### config.mk
export PLATFORM = sky130hd
export DESIGN_NAME = vga_ram_arbiter
export DESIGN_NICKNAME = d
export VERILOG_FILES = /design/src/rtl/vga_ram_arbiter.sv
export SDC_FILE = /design/constraint.sdc
export NUM_CORES = 1
export LEC_CHECK = 0
export ABC_AREA = 1
export CAP_MARGIN = 20
export CORE_MARGIN = 10
export CORE_UTILIZATION = 37
export CTS_CLUSTER_DIAMETER = 100
export DETAILED_ROUTE_END_ITERATION = 16
export GPL_ROUTABILITY_DRIVEN = 1
export PLACE_DENSITY = 0.91
export SETUP_SLACK_MARGIN = 0.15
export SLEW_MARGIN = 20
export SYNTH_ARGS = -nofsm -noshare
export SYNTH_HDL_FRONTEND = slang
export SYNTH_SLANG_ARGS = --single-unit
### constraint.sdc
create_clock -name clk -period 2.5 [get_ports clk]
set_clock_uncertainty 0.15 [all_clocks]
set_input_delay 0.375 -clock clk [delete_from_list [all_inputs] [get_ports clk]]
set_output_delay 0.375 -clock clk [all_outputs]
set_load 0.005 [all_outputs]
### src/rtl/vga_ram_arbiter.sv
// Single-port image RAM arbiter: real-time video reads take strict priority over a
// best-effort filter port, with a tag pipeline steering returned read data to its owner.
module vga_ram_arbiter #(
    parameter int ADDR_W = 32,
    parameter int DATA_W = 8,
    parameter int RD_LAT = 2,
    parameter int CNT_W  = 16
) (
    input  logic              clk,
    input  logic              rst,
    input  logic              vid_req,
    input  logic [ADDR_W-1:0] vid_addr,
    output logic [DATA_W-1:0] vid_data,
    output logic              vid_valid,
    input  logic              flt_req,
    input  logic              flt_we,
    input  logic [ADDR_W-1:0] flt_addr,
    input  logic [DATA_W-1:0] flt_wdata,
    output logic              flt_gnt,
    output logic [DATA_W-1:0] flt_rdata,
    output logic              flt_rvalid,
    output logic [ADDR_W-1:0] ram_addr,
    output logic [DATA_W-1:0] ram_wdata,
    output logic              ram_we,
    input  logic [DATA_W-1:0] ram_q,
    output logic [CNT_W-1:0]  conflict_cnt
);

    localparam int IS_VID = 1;
    localparam int IS_FLT = 0;

    // One {is_vid, is_flt_rd} tag per edge of RAM latency; stage RD_LAT lines up with ram_q.
    logic [RD_LAT:0][1:0] tag;
    logic [1:0]           tag_in;

    // Video never stalls, so the filter only sees a grant in cycles video leaves free.
    always_comb begin
        flt_gnt   = flt_req & ~vid_req & ~rst;
        ram_addr  = vid_req ? vid_addr : flt_addr;
        ram_wdata = flt_wdata;
        ram_we    = flt_gnt & flt_we;
        tag_in    = {vid_req, flt_gnt & ~flt_we};
    end

    always_ff @(posedge clk) begin
        if (rst) begin
            tag          <= '0;
            vid_valid    <= 1'b0;
            flt_rvalid   <= 1'b0;
            vid_data     <= '0;
            flt_rdata    <= '0;
            conflict_cnt <= '0;
        end else begin
            tag        <= {tag[RD_LAT-1:0], tag_in};
            vid_valid  <= tag[RD_LAT][IS_VID];
            flt_rvalid <= tag[RD_LAT][IS_FLT];
            if (tag[RD_LAT][IS_VID]) begin
                vid_data <= ram_q;
            end
            if (tag[RD_LAT][IS_FLT]) begin
                flt_rdata <= ram_q;
            end
            // Saturating: a long stall must not wrap back to a small, misleading count.
            if (flt_req && vid_req && !(&conflict_cnt)) begin
                conflict_cnt <= conflict_cnt + {{(CNT_W-1){1'b0}}, 1'b1};
            end
        end
    end

endmodule

* Word-level counts from Yosys, hierarchy flattened
Cells that the tools add are included.
** Storage, ports and cells
- Register bits :: 40
- Output and inout bits :: 76
- Input port bits :: 85
- Word-level logic and storage cells :: 21
** Operators by class
- Bitwise logic cells :: 7
- $add $sub $neg :: 1
- Reductions and logical operators :: 4
- Multiplexer cells :: 1
** Operators with widths (number)
- $mux W32 :: 1
- $add A16 B1 Y16 const B :: 1
- $reduce_and A16 Y1 :: 1
- $and A1 B1 Y1 :: 4
- $not A1 Y1 :: 3
- $logic_and A1 B1 Y1 :: 2
- $logic_not A1 Y1 :: 1

* Depth between registers and ports, before layout
- Word-level depth :: 4
- Depth in mapped cells :: 9
- Gate-level depth less buffers :: 9

* Worst setup path before layout
No wires, ideal clock.
- Path kind :: input to output
- Start :: input vid_req
- End :: output ram_addr[22]
- Required time :: 1975 ps
- Buffers on the path :: 2
- Stages :: 5
- Arrival time :: 1022 ps
- Setup slack :: 953 ps
- Cells stage by stage :: buf_2 > clkinv_1 > clkbuf_1 > nand2_1 > nand2_1
** Between the ends
- Word-level cells in the longest chain between the ends :: 1
** Ends and longest elaborated chain
- start, declared :: RTL line 11 : input logic vid_req,
- $mux W32 :: RTL line 39 : ram_addr = vid_req ? vid_addr : flt_addr;
- end, declared :: RTL line 22 : output logic [ADDR_W-1:0] ram_addr,
Every way passes these cells.

* Worst setup path after layout
- Start :: input vid_req
- End :: output ram_addr[19]
Same word-level chain as after synthesis.

==> impl_metrics.yaml <==
worst_setup_path:
  worstRegToRegCells: 8
  critPathLaunchType: "primary input"
  crit_end: "ram_addr[19]"
  critical_path_class: "in2out"
  r2r_setup_slack_ns: 0.76
  critPathMaxStageDelay_ns: 0.50
  cp_num_buf_inv: 4
  crit_cells: 6
  required_ns: 1.98
  critical-path-top-delay-family: "buffers and inverters"
  crit_start: "vid_req"
  end_kind: "primary output"
  worst-endpoint-arrival_ns: 1.64
  worstPathCellList: "dlygate4sd2_1, clkinv_2, bufbuf_16, nand2_1, nand2_1, clkdlybuf4s50_1"
  crit_fanout: 17
  crit_top_cell: "nand2_1"
  r2r_end: "conflict_cnt[1]"
  slowest_stage: "clkdlybuf4s50_1"
  rr_startpoint: "conflict_cnt[1]"
logic_synthesis:
  ys_seq_area_share_pct: 36.22
  synth_fp_nets: 458
  syn_area_per_cell_sq_um: 5.943
  yosys_most_used_dff: "dfxtp_1"
  synthesis.area_sq_um: 2211
  ys.warnings.count: 0
  synth_edf_count: 0
  async_reset_ff_share_pct: 0
  ys_seq_elements: 40
  synth_cells: 372
  synth.distinct_cells: 25
timing:
  tightestPinTransition_ns: 0.5148
  setup_tns_ns: 0
  finalSetupViolations: 0
  fmax_ghz: 0.4611
  post-route-period-util_pct: 86.74
  rsz0062_at_grt: "no"
  fin_crit_ns: 2.169
  hold_viol: 0
  relSlewSlack_pct: 65.41
  fin_ws_ns: 0.3314
  maxSlewViolCount: 0
run_status:
  outcome: "completed"
floorplanning:
  die_h_microns: 97.30
  ios: 161
  die_w_microns: 97.30
  coreArea_sq_um: 5851
  initial_core_util_pct: 37.79
  dieArea_sq_um: 9467
  rows: 28
power_and_ir_drop:
  leakagePower_nw: 1.725
  power.density_nw_per_um2: 423.6
  vdd_ir_drop_max_uv: 376.9
drt:
  detail-route-antenna-nets: 0
  wl_met3_microns: 908
  wl_met2_microns: 4351
  routed.top_layer: "met4"
  drc: 0
  vias: 2758
  drtIter0Drc: 144
  first_pass_iters: 4
  drt_wl_total_microns: 8682
  wl_per_cell_microns: 14.87
  wl_met1_microns: 3222
  viasPerCell: 4.723
clock_tree:
  h-tree-depth: 2
  clockBufferDepth: 2
  cts_resized: 4
  cts_hold_buf: 0
  clock_sinks: 40
  cts_root_buffer: "clkbuf_8"
  post_cts_buffers: 0
  clk_latency_ns: 0.31
  numCtsBuffers: 5
  clkTransAtPathRegs_ns: 0.07
  cts_tree: "built"
place:
  gp_congestion: 0.9071
  dp_hpwl_microns: 6903
  pre_cts_ws_ns: 0.006140
  port-buffer-count: 144
grt:
  antenna_found_initial: 0
  grt_pass1_vias: 2845
  grt_pass1_wl_microns: 13880
  track_usage_pct: 17.35
  overflow: 0
  grt_max_degree: 32
layout:
  area_growth_pct: 74.14
  antenna_cells: 0
  layout-drive-gt1-share_pct: 4.322
  nets: 595
min_path:
  hold_class: "reg2reg"
flow_run:
  maxCapViolCount: 0
[kinds of logic (layout without fill, tap and decap cells)]
kind of cell | Yosys count | after routing | share of synthesized area [%]
fa+ha+maj | 1 | 1 | 0.5658
compound gates | 29 | 29 | 6.678
buf+inv | 48 | 185 | 9.961
flops | 40 | 40 | 36.22
simple gates | 254 | 254 | 46.58
[final cells by class]
class | instances | area [sq um]
sequential | 40 | 800.8
timing repair buffer | 150 | 1530
multi-input combinational | 284 | 1190
fill | 456 | 2001
clock inverter | 2 | 60.06
clock buffer | 5 | 68.82
tap | 75 | 93.84
inverter | 28 | 106.4
[worst register-to-register path: stages, from the launching register on]
cell     delay (ns)
dfxtp_1        0.41
ha_1           0.22
nand3_2        0.15
nor2_4         0.19
nand2_2        0.15
nand2_1        0.16
inv_1          0.07
nor2_1         0.08
nor2_1         0.05
[cell usage after synthesis (3+ instances only)]
cell | count | area [sq um]
nand2_1 | 136 | 510.5
nor2_1 | 87 | 326.6
dfxtp_1 | 40 | 800.8
inv_1 | 24 | 90.09
o21ai_0 | 19 | 95.09
nand3_1 | 15 | 75.07
a21oi_1 | 9 | 45.04
buf_4 | 8 | 60.06
clkbuf_1 | 7 | 26.28
nand4_1 | 5 | 31.28
clkinv_1 | 3 | 11.26
[metal layers]
metal | vias up | track usage (%)
met2 | 105 | 30.86
met5 | - | 0
met1 | 1222 | 17.26
met3 | 22 | 7.681
li1 | 1409 | -
met4 | 0 | 6.935
[cell usage in the layout, fill, tap and decap left out, types with 2 or more instances in the layout]
master / count
a21oi_1: 9
buf_4: 3
bufinv_16: 2
clkbuf_8: 5
clkdlybuf4s50_1: 143
clkinv_1: 2
dfxtp_1: 40
inv_1: 24
nand2_1: 136
nand2_2: 2
nand3_1: 15
nand4_1: 5
nor2_1: 87
nor2_2: 2
nor3_1: 2
o21ai_0: 19
[sequential cells by signal (all words and copies together) (netlist names)]
name,count
conflict_cnt,16
flt_rdata,8
vid_data,8
tag,6
flt_rvalid,1
vid_valid,1
[worst min path at each step]
stage                      start     end  slack (ns)  cells after the start
after global routing      tag[0]  tag[2]        0.29                      2
after global placement    tag[1]  tag[3]        0.24                      2
after detailed placement  tag[1]  tag[3]        0.25                      2
after floorplan           tag[0]  tag[2]        0.24                      2
final                     tag[3]  tag[5]        0.26                      2
after CTS                 tag[0]  tag[2]        0.26                      2
[power breakdown]
group	internal, mW	leakage (nW)	switching (mW)	total [mW]
clock	0.393	0.0642	0.236	0.628
combinational	0.226	1.34	0.120	0.346
sequential	0.648	0.324	0.00804	0.656
[per-stage QoR]
step	instances	total power, mW	cell area, sq um	utilization, %	hold slack, ns
after global routing	584	1.687	3850	65.80	0.2867
after detailed placement	576	1.010	3681	62.92	0.2474
after CTS	584	1.639	3850	65.80	0.2601
after global placement	576	1.006	3681	62.92	0.2423
final	584	1.631	3850	65.80	0.2571
after floorplan	372	0.7693	2211	-	0.2383
Note: power is estimated with default switching activity, not from simulation.
